File: src/rtl/pulse_sequencer_v2_if.sv
`timescale 1ns / 1ps
`default_nettype none
// ============================================================================
//  Module      : pulse_sequencer_v2_if
//  Description : Control and timing bundle between a burst controller and the
//                pulse_sequencer_v2 timing generator.
//                master : drives the burst request and pulse parameters,
//                         observes gate/strobe/status outputs.
//                slave  : the sequencer itself.
//  Signals     : SIGN_START_GEN, SIGNAL_TYPE, T_IMPULSE, T_PERIOD,
//                NUM_OF_IMP, STAGGER  (master -> slave)
//                GATE, IMP_START, IMP_INDEX, TYPE_OUT, BUSY, DONE, ERR
//                                     (slave -> master)
//  Revision    : 2.0 - initial interface for the v2 sequencer
// ============================================================================
interface pulse_sequencer_v2_if #(
    parameter int T_IMP_W = 10,
    parameter int T_PER_W = 13,
    parameter int NUM_W   = 5,
    parameter int STAG_W  = 8
);
    // Request side
    logic               SIGN_START_GEN;
    logic [1:0]         SIGNAL_TYPE;
    logic [T_IMP_W-1:0] T_IMPULSE;
    logic [T_PER_W-1:0] T_PERIOD;
    logic [NUM_W-1:0]   NUM_OF_IMP;
    logic [STAG_W-1:0]  STAGGER;

    // Timing / status side
    logic               GATE;
    logic               IMP_START;
    logic [NUM_W-1:0]   IMP_INDEX;
    logic [1:0]         TYPE_OUT;
    logic               BUSY;
    logic               DONE;
    logic               ERR;

    modport master (
        output SIGN_START_GEN, SIGNAL_TYPE, T_IMPULSE, T_PERIOD,
               NUM_OF_IMP, STAGGER,
        input  GATE, IMP_START, IMP_INDEX, TYPE_OUT, BUSY, DONE, ERR
    );

    modport slave (
        input  SIGN_START_GEN, SIGNAL_TYPE, T_IMPULSE, T_PERIOD,
               NUM_OF_IMP, STAGGER,
        output GATE, IMP_START, IMP_INDEX, TYPE_OUT, BUSY, DONE, ERR
    );
endinterface
`default_nettype wire

File: src/rtl/pulse_sequencer_v2.sv
`timescale 1ns / 1ps
`default_nettype none
// ============================================================================
//  Module      : pulse_sequencer_v2
//  Description : Burst timing generator. Converts pulse width / period (in us)
//                and pulse count into a clock-exact GATE, a per-pulse
//                IMP_START strobe and a pulse index for the waveform cores.
//                NUM_OF_IMP == 0 selects continuous mode, where the level of
//                SIGN_START_GEN acts as the run enable and the burst stops at
//                the end of the period in which the level was seen low.
//  Ports       : CLK    - single rising-edge clock
//                RESET  - synchronous, active-high
//                bus    - pulse_sequencer_v2_if.slave (request parameters in,
//                         GATE/IMP_START/IMP_INDEX/TYPE_OUT/BUSY/DONE/ERR out)
//  Options     : PULSE_SEQ_STAGGER_EN - when defined, odd-indexed pulses use a
//                period of T_PERIOD + STAGGER; otherwise STAGGER is ignored.
//  Revision    : 2.0 - generic widths, continuous mode, validation,
//                      busy/done handshake, optional stagger
// ============================================================================
module pulse_sequencer_v2 #(
    parameter int CLK_PER_US = 500,
    parameter int T_IMP_W    = 10,
    parameter int T_PER_W    = 13,
    parameter int NUM_W      = 5,
    parameter int STAG_W     = 8
) (
    input  logic                 CLK,
    input  logic                 RESET,
    pulse_sequencer_v2_if.slave  bus
);

    // ------------------------------------------------------------------------
    // Constants
    // ------------------------------------------------------------------------
    localparam int c_PRE_W = (CLK_PER_US > 1) ? $clog2(CLK_PER_US) : 1;
    localparam int c_US_W  = T_PER_W + 1;
    // Comparison width wide enough for both pulse-width and period values
    // so validation and end-of-phase compares never truncate.
    localparam int c_CMP_W = ((T_IMP_W > T_PER_W) ? T_IMP_W : T_PER_W) + 1;

    localparam logic [c_PRE_W-1:0] c_PRE_LAST = c_PRE_W'(CLK_PER_US - 1);
    localparam logic [c_PRE_W-1:0] c_PRE_ONE  = c_PRE_W'(1);
    localparam logic [c_US_W-1:0]  c_US_ONE   = c_US_W'(1);
    localparam logic [c_CMP_W-1:0] c_CMP_ONE  = c_CMP_W'(1);
    localparam logic [NUM_W-1:0]   c_IDX_ONE  = NUM_W'(1);

    localparam logic [1:0] c_IDLE = 2'd0;
    localparam logic [1:0] c_ON   = 2'd1;
    localparam logic [1:0] c_OFF  = 2'd2;

    // ------------------------------------------------------------------------
    // State
    // ------------------------------------------------------------------------
    logic [1:0]         r_state;
    logic               r_start_prev;
    logic [c_PRE_W-1:0] r_presc;
    logic [c_US_W-1:0]  r_us_cnt;
    logic [NUM_W-1:0]   r_index;
    logic [1:0]         r_type;
    logic [T_IMP_W-1:0] r_t_imp;
    logic [T_PER_W-1:0] r_t_per;
    logic [NUM_W-1:0]   r_num;
    logic               r_stop;
    logic               r_imp_start;
    logic               r_done;
    logic               r_err;

    logic               w_start_edge;
    logic               w_params_ok;
    logic               w_accept;
    logic               w_tick;
    logic [c_US_W-1:0]  w_period;
    logic [c_CMP_W-1:0] w_imp_last;
    logic [c_CMP_W-1:0] w_per_last;
    logic               w_imp_end;
    logic               w_per_end;
    logic [NUM_W-1:0]   w_idx_next;
    logic               w_burst_end;

    // ------------------------------------------------------------------------
    // Start detection and parameter validation (uses live inputs: they are
    // latched on the same edge the start is accepted).
    // ------------------------------------------------------------------------
    assign w_start_edge = bus.SIGN_START_GEN & ~r_start_prev;

    assign w_params_ok  = (bus.T_IMPULSE != '0) &&
                          (c_CMP_W'(bus.T_PERIOD) > c_CMP_W'(bus.T_IMPULSE));

    assign w_accept     = (r_state == c_IDLE) && w_start_edge && w_params_ok;

    // ------------------------------------------------------------------------
    // Microsecond timebase: tick on the last prescaler count.
    // ------------------------------------------------------------------------
    assign w_tick = (r_presc == c_PRE_LAST);

    // ------------------------------------------------------------------------
    // Period selection. The stagger term only exists when enabled; the sum is
    // formed one bit wider than T_PERIOD so it cannot wrap.
    // ------------------------------------------------------------------------
`ifdef PULSE_SEQ_STAGGER_EN
    logic [STAG_W-1:0] r_stag;

    always_ff @(posedge CLK) begin
        if (RESET) begin
            r_stag <= '0;
        end else if (w_accept) begin
            r_stag <= bus.STAGGER;
        end
    end

    assign w_period = r_index[0] ? (c_US_W'(r_t_per) + c_US_W'(r_stag))
                                 : c_US_W'(r_t_per);
`else
    assign w_period = c_US_W'(r_t_per);
`endif

    // Last microsecond of each phase. Validation guarantees T_IMPULSE >= 1
    // and period >= 2, so neither subtraction underflows.
    assign w_imp_last  = c_CMP_W'(r_t_imp) - c_CMP_ONE;
    assign w_per_last  = c_CMP_W'(w_period) - c_CMP_ONE;
    assign w_imp_end   = (c_CMP_W'(r_us_cnt) == w_imp_last);
    assign w_per_end   = (c_CMP_W'(r_us_cnt) == w_per_last);

    // Index after the current period; wraps naturally in continuous mode.
    assign w_idx_next  = r_index + c_IDX_ONE;

    // Finite bursts end on pulse count; continuous bursts end only once the
    // run-enable has been seen low at some point during the burst.
    assign w_burst_end = (r_num == '0) ? r_stop : (w_idx_next == r_num);

    // ------------------------------------------------------------------------
    // Sequencer FSM
    // ------------------------------------------------------------------------
    always_ff @(posedge CLK) begin
        if (RESET) begin
            r_state      <= c_IDLE;
            r_start_prev <= 1'b0;
            r_presc      <= '0;
            r_us_cnt     <= '0;
            r_index      <= '0;
            r_type       <= '0;
            r_t_imp      <= '0;
            r_t_per      <= '0;
            r_num        <= '0;
            r_stop       <= 1'b0;
            r_imp_start  <= 1'b0;
            r_done       <= 1'b0;
            r_err        <= 1'b0;
        end else begin
            r_start_prev <= bus.SIGN_START_GEN;
            r_imp_start  <= 1'b0;
            r_done       <= 1'b0;
            r_err        <= 1'b0;

            case (r_state)
                c_IDLE: begin
                    // Outputs hold their last values while idle.
                    if (w_start_edge) begin
                        if (w_params_ok) begin
                            r_state     <= c_ON;
                            r_t_imp     <= bus.T_IMPULSE;
                            r_t_per     <= bus.T_PERIOD;
                            r_num       <= bus.NUM_OF_IMP;
                            r_type      <= bus.SIGNAL_TYPE;
                            r_index     <= '0;
                            r_stop      <= 1'b0;
                            r_presc     <= '0;
                            r_us_cnt    <= '0;
                            r_imp_start <= 1'b1;
                        end else begin
                            r_err       <= 1'b1;
                        end
                    end
                end

                c_ON, c_OFF: begin
                    // Start edges are ignored while busy; only the level is
                    // observed, and only continuous mode acts on it.
                    if (!bus.SIGN_START_GEN) begin
                        r_stop <= 1'b1;
                    end

                    r_presc <= w_tick ? '0 : (r_presc + c_PRE_ONE);

                    if (w_tick) begin
                        if (r_state == c_ON) begin
                            // us_cnt keeps running through OFF so the period
                            // is measured from the start of the pulse.
                            r_us_cnt <= r_us_cnt + c_US_ONE;
                            if (w_imp_end) begin
                                r_state <= c_OFF;
                            end
                        end else if (w_per_end) begin
                            r_us_cnt <= '0;
                            if (w_burst_end) begin
                                r_state <= c_IDLE;
                                r_done  <= 1'b1;
                            end else begin
                                r_state     <= c_ON;
                                r_index     <= w_idx_next;
                                r_imp_start <= 1'b1;
                            end
                        end else begin
                            r_us_cnt <= r_us_cnt + c_US_ONE;
                        end
                    end
                end

                default: begin
                    r_state <= c_IDLE;
                end
            endcase
        end
    end

    // ------------------------------------------------------------------------
    // Outputs
    // ------------------------------------------------------------------------
    assign bus.GATE      = (r_state == c_ON);
    assign bus.BUSY      = (r_state != c_IDLE);
    assign bus.IMP_START = r_imp_start;
    assign bus.IMP_INDEX = r_index;
    assign bus.TYPE_OUT  = r_type;
    assign bus.DONE      = r_done;
    assign bus.ERR       = r_err;

endmodule
`default_nettype wire

File: src/flat_wrapper.sv
// flat-port wrapper written by rule: the top's interface ports become plain ports
module pulse_sequencer_v2_flat 
#(
    parameter int CLK_PER_US = 500,
    parameter int T_IMP_W    = 10,
    parameter int T_PER_W    = 13,
    parameter int NUM_W      = 5,
    parameter int STAG_W     = 8
)
  (CLK, RESET, bus_SIGN_START_GEN, bus_SIGNAL_TYPE, bus_T_IMPULSE, bus_T_PERIOD, bus_NUM_OF_IMP, bus_STAGGER, bus_GATE, bus_IMP_START, bus_IMP_INDEX, bus_TYPE_OUT, bus_BUSY, bus_DONE, bus_ERR);
  pulse_sequencer_v2_if #(.T_IMP_W(T_IMP_W), .T_PER_W(T_PER_W), .NUM_W(NUM_W), .STAG_W(STAG_W)) bus_i ();
  input  logic CLK;
  input  logic RESET;
  input wire logic [$bits(bus_i.SIGN_START_GEN)-1:0] bus_SIGN_START_GEN;
  input wire logic [$bits(bus_i.SIGNAL_TYPE)-1:0] bus_SIGNAL_TYPE;
  input wire logic [$bits(bus_i.T_IMPULSE)-1:0] bus_T_IMPULSE;
  input wire logic [$bits(bus_i.T_PERIOD)-1:0] bus_T_PERIOD;
  input wire logic [$bits(bus_i.NUM_OF_IMP)-1:0] bus_NUM_OF_IMP;
  input wire logic [$bits(bus_i.STAGGER)-1:0] bus_STAGGER;
  output wire logic [$bits(bus_i.GATE)-1:0] bus_GATE;
  output wire logic [$bits(bus_i.IMP_START)-1:0] bus_IMP_START;
  output wire logic [$bits(bus_i.IMP_INDEX)-1:0] bus_IMP_INDEX;
  output wire logic [$bits(bus_i.TYPE_OUT)-1:0] bus_TYPE_OUT;
  output wire logic [$bits(bus_i.BUSY)-1:0] bus_BUSY;
  output wire logic [$bits(bus_i.DONE)-1:0] bus_DONE;
  output wire logic [$bits(bus_i.ERR)-1:0] bus_ERR;
  assign bus_i.SIGN_START_GEN = bus_SIGN_START_GEN;
  assign bus_i.SIGNAL_TYPE = bus_SIGNAL_TYPE;
  assign bus_i.T_IMPULSE = bus_T_IMPULSE;
  assign bus_i.T_PERIOD = bus_T_PERIOD;
  assign bus_i.NUM_OF_IMP = bus_NUM_OF_IMP;
  assign bus_i.STAGGER = bus_STAGGER;
  assign bus_GATE = bus_i.GATE;
  assign bus_IMP_START = bus_i.IMP_START;
  assign bus_IMP_INDEX = bus_i.IMP_INDEX;
  assign bus_TYPE_OUT = bus_i.TYPE_OUT;
  assign bus_BUSY = bus_i.BUSY;
  assign bus_DONE = bus_i.DONE;
  assign bus_ERR = bus_i.ERR;
  pulse_sequencer_v2 #(.CLK_PER_US(CLK_PER_US), .T_IMP_W(T_IMP_W), .T_PER_W(T_PER_W), .NUM_W(NUM_W), .STAG_W(STAG_W)) u_core (.CLK(CLK), .RESET(RESET), .bus(bus_i));
endmodule
File: config.mk
export PLATFORM = sky130hd
export DESIGN_NAME = pulse_sequencer_v2_flat
export DESIGN_NICKNAME = d
export VERILOG_FILES = /design/src/rtl/pulse_sequencer_v2_if.sv /design/src/rtl/pulse_sequencer_v2.sv /design/src/flat_wrapper.sv
export SDC_FILE = /design/constraint.sdc
export NUM_CORES = 1
export LEC_CHECK = 0
export ABC_AREA = 1
export BUFFER_PORTS_ARGS = -buffer_cell sky130_fd_sc_hd__buf_4
export CELL_PAD_IN_SITES_DETAIL_PLACEMENT = 0
export CELL_PAD_IN_SITES_GLOBAL_PLACEMENT = 1
export CORE_AREA = 8 8 131 133
export CTS_CLUSTER_SIZE = 10
export DETAILED_ROUTE_END_ITERATION = 6
export DIE_AREA = 0 0 139 141
export PLACE_DENSITY_LB_ADDON = 0.3
export REMOVE_ABC_BUFFERS = 1
export SETUP_SLACK_MARGIN = 0.2
export SKIP_LAST_GASP = 1
export SYNTH_ARGS = -nofsm -noshare
export SYNTH_HDL_FRONTEND = slang
export SYNTH_SLANG_ARGS = --single-unit
File: constraint.sdc
create_clock -name CLK -period 5.9 [get_ports CLK]
set_input_delay 1.18 -clock CLK [delete_from_list [all_inputs] [get_ports CLK]]
set_output_delay 1.18 -clock CLK [all_outputs]
set_load 0.02 [all_outputs]
==> results of run 1 <==
-- flip-flops by register name (all words and copies together), names as in the netlist --
name	cells
u_core.r_us_cnt	14
u_core.r_t_per	13
u_core.r_t_imp	10
u_core.r_presc	9
u_core.bus.IMP_INDEX	5
u_core.r_num	5
u_core.bus.TYPE_OUT	2
u_core.r_state	2
u_core.bus.DONE	1
u_core.bus.ERR	1
u_core.bus.IMP_START	1
u_core.r_start_prev	1
u_core.r_stop	1
-- power by group through the flow --
stage | Clock, mW | Combinational [mW] | Sequential [mW]
floorplan | 0 | 0.703 | 0.589
global placement | 0 | 0.932 | 0.591
detailed placement | 0 | 0.946 | 0.592
CTS | 0.554 | 0.949 | 0.583
global route | 0.578 | 1.08 | 0.594
finish | 0.542 | 0.932 | 0.582
-- through the flow --
stage | instance area, um2 | hold WS [ns]
6_report | 5260 | 0.4691
5_1_grt | 5260 | 0.4879
3_3_place_gp | 4960 | 0.4549
2_1_floorplan | 4379 | 0.4500
4_1_cts | 5260 | 0.4701
3_5_place_dp | 4960 | 0.4598
-- area by class of cell --
class / count / area (um2) / area share
Sequential cell: 65 / 1301 / 0.2474
Clock buffer: 9 / 225.2 / 0.04282
Clock inverter: 7 / 75.07 / 0.01427
Inverter: 99 / 374.1 / 0.07112
Multi-Input combinational cell: 506 / 2704 / 0.5140
Tap cell: 188 / 235.2 / 0.04472
Timing Repair Buffer: 46 / 345.3 / 0.06565
-- cell usage after synthesis, drive strengths merged, types with 2 or more instances --
cell    count
a21oi      45
and3        2
buf         8
clkbuf     11
dfxtp      65
ha         19
inv        98
nand2     163
nand3      63
nand4      14
nor2       96
nor3        8
nor3b       5
o21ai      41
o31ai       3
or2         4
xnor2      11
xor2       25
-- worst paths after layout --
| check | endpoint | cells past startpoint |
|---|---|---|
| min | u_core.bus.TYPE_OUT[0] | 2 |
| max | u_core.r_t_per[4] | 15 |
| max reg2reg | u_core.r_presc[7] | 10 |
| min reg2reg | u_core.bus.TYPE_OUT[0] | 2 |
-- per-layer routing --
| layer | vias up | routed length (um) | GRT usage |
|---|---|---|---|
| li1 | 2273 | - | - |
| met1 | 1873 | 5775 | 0.1523 |
| met2 | 48 | 5415 | 0.2086 |
| met3 | 11 | 222 | 0.01756 |
| met4 | 0 | 218 | 0.04968 |
| met5 | - | 0 | 0 |
-- worst max-delay path, cell delays in order --
cell	delay, ns
buf_4	0.10
inv_1	0.04
ha_1	0.28
nand2_1	0.06
inv_1	0.06
nand2_1	0.05
nor2_1	0.18
o21ai_1	0.10
nand2_1	0.09
nand2_2	0.13
nor2_4	0.31
nand2_1	0.31
buf_4	0.36
o21ai_0	0.30
a21oi_1	0.07
-- kinds of logic (layout without fill, tap and decap cells) --
family                     Yosys count  in the layout  share of synthesized area
and+or+nand+nor                    357            357                     0.3677
buffers and inverters              118            161                     0.1021
AOI/OAI and AO/OA                   93             93                     0.1094
DFF                                 65             65                     0.2917
xor gates and xnor gates            37             37                    0.07574
adders and majority gates           19             19                    0.05330
==> run metrics, run 1 <==
Top FF cell, synth=dfxtp_1; Distinct cells, synth=39; Worst Slack Setup Final=approximately 2.5 ns; RSZ-0062 raised after global routing=false; Yosys top cell area share=0.2917; clock sinks=65; Num CTS Buffers=9; first-pass GRT wire length=19840 um; CTS tree=yes; I/O Buffers=44; Vias/cell=approximately 4.6; CP arrival=3.65 ns; postcts setup bufs=0; Hold/Removal Path Class=reg -> reg; Clock Skew=between 0.01 and 0.015 ns; Clock transition at path regs=0.06 ns; Core ar.=14980 um2; combinational share of power=0.453; Post-synth ARST share=0; Tot Pwr=between 2 and 2.5 mW; commonest non-fill, non-tap cells in the layout=nand2_1, inv_1, nor2_1; Synth area leader=dfxtp_1; Layout Utilization=0.3512; worst relative slew slack=0.5464; fin cells=920; area grow syn2layout=17.92%; placed insts=904; CTS root buf=clkbuf_16; maxcap violations=0; Reg2Reg Launch Point=u_core.r_state[1]; share of post-route cells with drive strength above 1=0.1298; # setup viols final=0; Setup Crit Path Kind=in -> reg; Period minus WS final=3.435 ns; DRT Pass-1 Iters=4; die height=141 um; Site Rows=45; Die Area=19600 um2; antenna-violating nets left=0; vias in the first global route=between 4000 and 5000; Total Wirelength=~12000 um; clk_lat worst skew=0.34 ns; antenna violations before repair=0; register area share after synthesis=0.2917; Final Max Tran Viols=0; Pleak=2.375 nW; synth top area cells=dfxtp_1, nand2_1, inv_1, nor2_1, nand3_1; CP Launch Type=primary input; Final nets=787; DIE WIDTH=139 um; commonest non-fill, non-tap cell in the layout=nand2_1; Remaining Overflow, GRT=0; DP HPWL=9513 um; Initial Util=0.2978; Max FO, Critical Path=40; Final Hold Viols=0; Ant. Diodes=0; Peak Freq=291.1 MHz; post-cts sizing count=0; Int Power=1.169 mW; Max Root-Sink Buffers=2; filler instances=about 1700; switching share of power=0.4315; Clock power frac=0.263; wire per inst=approximately 13 um; DRT iter0 DRCs=between 100 and 150; endpoint class of the critical path=register; DRC=0; final worst path period share=0.5822; gr usage total=0.1224; worst-margin pin slew=about 0.68 ns; PwrDens=390.9 nW/um2; sequential fraction of design power=0.283; # hold bufs at CTS=0; TNS Setup=0 ns; Mapped Area=4461 um2; EDFF count, synth=0; Yosys warning count=0; Hold Startpoint=u_core.bus.TYPE_OUT[0]; status=finished clean; CTS H-tree depth=3; Worst Setup SP=bus_T_IMPULSE[8]; vias=4205; Net Switching=887.4 uW; synthesized netlist cell count=689; maximum vdd drop=0.0001806 V; FF-to-FF setup slack=3.35 ns; flops & latches, synth=65; pre-CTS setup slack=2.089 ns; Mean Syn Cell Area=6.474 um2; WP data required=a little over 6 ns; largest net degree at the start of global routing=around 40; I/O pins=53; gpl congestion=between 0.7 and 0.8
No activity file was read; power rests on OpenSTA's default activity.
==> inputs of run 2 (changes only) <==
- clock period: 5.9 -> 2.8 ns (I/O delays scaled with it)
==> run metrics, run 2 (synthesis results as in run 1) <==
Int Power=2.502 mW (was 1.169 mW); Reg2Reg Launch Point=u_core.r_t_per[0] (was u_core.r_state[1]); Final nets=791 (was 787); CP arrival=2.51 ns (was 3.65 ns); r2r endpoint=u_core.r_us_cnt[4] (was u_core.r_presc[7]); Remaining Overflow, GRT=0 (unchanged); clk_lat worst skew=0.33 ns (was 0.34 ns); top flop regs=u_core.r_us_cnt (14), u_core.r_t_per (13), u_core.r_t_imp (10) (unchanged); first-pass GRT wire length=19590 um (was 19840 um); Vias/cell=4.608 (was 4.571); CTS H-tree depth=3 (unchanged); vias in the first global route=4111 (was 4120); CTS root buf=clkbuf_16 (unchanged); Clock transition at path regs=0.06 ns (about the same); # hold bufs at CTS=0 (unchanged); Die Area=19600 um2 (unchanged); gr usage total=0.1217 (was 0.1224); worst-margin pin slew=0.5974 ns (was 0.6804 ns); clock sinks=65 (unchanged); WP data required=3.03 ns (was 6.11 ns); FF-to-FF setup slack=0.55 ns (was 3.35 ns); Clock Skew=0.007415 ns (was 0.01170 ns); Site Rows=45 (unchanged); Peak Freq=~440 MHz; TNS Setup=0 ns (unchanged); postcts setup bufs=0 (unchanged); Pleak=2.393 nW (was 2.375 nW); largest net degree at the start of global routing=50 (was 41); die height=141 um (unchanged); critical path cell sequence=buf_4 > inv_1 > ha_1 > nand2_1 > inv_1 > nand2_1 > nor2_1 > o21ai_1 > nand2_1 > nand2_2 > nand2_2 > nand3_4 > inv_2 > nand4_4 > nor2_1 > nor2_1 (was buf_4 > inv_1 > ha_1 > nand2_1 > inv_1 > nand2_1 > nor2_1 > o21ai_1 > nand2_1 > nand2_2 > nor2_4 > nand2_1 > buf_4 > o21ai_0 > a21oi_1); Final Hold Viols=0 (unchanged); wire per inst=12.68 um (was 12.64 um); most flop-heavy register=u_core.r_us_cnt (unchanged); DP HPWL=9437 um (was 9513 um); Ant. Diodes=0 (unchanged); Hold EP=u_core.r_start_prev (was u_core.bus.TYPE_OUT[0]); maximum vdd drop=0.0002823 V (was 0.0001806 V); Hold/Removal Path Class=in -> reg (was reg -> reg); worst relative slew slack=0.6013 (was 0.5464); I/O pins=53 (unchanged); Total Wirelength=11710 um (was 11630 um); DIE WIDTH=139 um (unchanged); status=finished clean (unchanged); PwrDens=821.0 nW/um2 (was 390.9 nW/um2); share of post-route cells with drive strength above 1=0.1333 (was 0.1298); max reg flops=14 (unchanged); antenna violations before repair=0 (unchanged); RSZ-0062 raised after global routing=false (unchanged); max incr delay on CP=0.28 ns (was 0.36 ns); Setup Crit Path Kind=in -> reg (unchanged); DRC=0 (unchanged); vias=4253 (was 4205); gpl congestion=0.7948 (was 0.7743); Max FO, Critical Path=9 (was 40); reg2reg path depth=15 (was 10); I/O Buffers=44 (unchanged); Net Switching=1.847 mW (was 887.4 uW); cell family with most CP delay=simple AND/OR/NAND/NOR gates (unchanged); commonest non-fill, non-tap cell in the layout=nand2_1 (unchanged); Core ar.=14980 um2 (unchanged); Initial Util=0.2978 (unchanged); Final Max Tran Viols=0 (unchanged); CP Launch Type=primary input (unchanged); Tot Pwr=4.349 mW (was 2.056 mW); final worst path period share=0.8122; Period minus WS final=2.274 ns; area grow syn2layout=18.77% (was 17.92%); # setup viols final=0 (unchanged); DRT Pass-1 Iters=4 (unchanged); antenna-violating nets left=0 (unchanged); Hold Path Depth=3 (was 2); commonest non-fill, non-tap cells in the layout=nand2_1, inv_1, nor2_1 (unchanged); Max Root-Sink Buffers=2 (unchanged); Crit-path slowest cell=ha_1 (was buf_4); Crit path buffers/inverters=4 (unchanged); combinational share of power=0.460 (was 0.453); Clock power frac=0.257 (was 0.263); Hold Startpoint=bus_SIGN_START_GEN (was u_core.bus.TYPE_OUT[0]); Worst Setup SP=bus_T_IMPULSE[8] (unchanged); sequential fraction of design power=0.283 (about the same); endpoint class of the critical path=register (unchanged); switching share of power=0.4248 (was 0.4315); filler instances=1636 (was 1666); Layout Utilization=0.3537 (was 0.3512); post-cts sizing count=0 (unchanged); Num CTS Buffers=9 (unchanged); DRT iter0 DRCs=193 (was 123); CTS tree=yes (unchanged); maxcap violations=0 (unchanged)
==> run 2: changes by cell type in the layout (fill, tap and decap cells not counted), sizes merged <==
cell	before	now
inv	101	98
clkbuf	9	10
clkinvlp	0	1
buf	46	50
==> run 2: power groups by stage <==
stage | combinational [mW] | clock [mW] | sequential, mW
6_report | 2.00 | 1.12 | 1.23
5_1_grt | 2.30 | 1.20 | 1.25
4_1_cts | 2.03 | 1.15 | 1.23
3_5_place_dp | 2.02 | 0 | 1.25
3_3_place_gp | 1.99 | 0 | 1.24
2_1_floorplan | 1.48 | 0 | 1.24
==> run 2: layer usage <==
metal / wire length [um] / vias up / global-route usage / share of wire
met5: 0 / - / 0 / 0
met4: 213 / 0 / 0.05257 / 0.018
met3: 275 / 12 / 0.01485 / 0.023
met2: 5467 / 63 / 0.2070 / 0.47
met1: 5749 / 1898 / 0.1521 / 0.49
li1: - / 2280 / - / -
==> run 2: cell type report <==
class / count / area (um2) / area share
clock buffer: 10 / 239.0 / 0.04511
sequential: 65 / 1301 / 0.2456
tap: 188 / 235.2 / 0.04440
multi-input combinational: 506 / 2704 / 0.5104
timing repair buffer: 50 / 387.9 / 0.07322
clock inverter: 5 / 56.30 / 0.01063
inverter: 99 / 374.1 / 0.07062
==> run 2: worst max-delay path by stage <==
stage	cells after the start	slack [ns]	end
global route	15	0.22	u_core.r_us_cnt[9]
CTS	15	0.51	u_core.r_us_cnt[4]
detailed placement	16	0.16	u_core.bus.IMP_INDEX[3]
finish	16	0.53	u_core.bus.IMP_INDEX[3]
floorplan	13	0.11	u_core.r_num[2]
global placement	16	0.21	u_core.bus.IMP_INDEX[3]
==> run 2: worst register-to-register path: stages, from the launching register on <==
cell	delay, ns
dfxtp_1	0.30
inv_1	0.19
ha_1	0.37
nand2_1	0.10
nand3_1	0.08
nand2_1	0.07
nor2_1	0.09
nand2_1	0.05
nor2_1	0.14
nand3_1	0.11
nor2_2	0.15
nand3_2	0.12
nand2_4	0.13
inv_4	0.08
nand4_1	0.07
o21ai_1	0.07
==> run 2: metrics by stage <==
step / instances / hold slack, ns / instance area [um2] / setup slack (ns)
2_1_floorplan: 670 / 0.4500 / 4379 / 0.1148
3_3_place_gp: 908 / 0.4522 / 5002 / 0.2059
3_5_place_dp: 908 / 0.4641 / 5002 / 0.1629
4_1_cts: 923 / 0.4610 / 5298 / 0.5060
5_1_grt: 923 / 0.4915 / 5298 / 0.2162
6_report: 923 / 0.4659 / 5298 / 0.5259
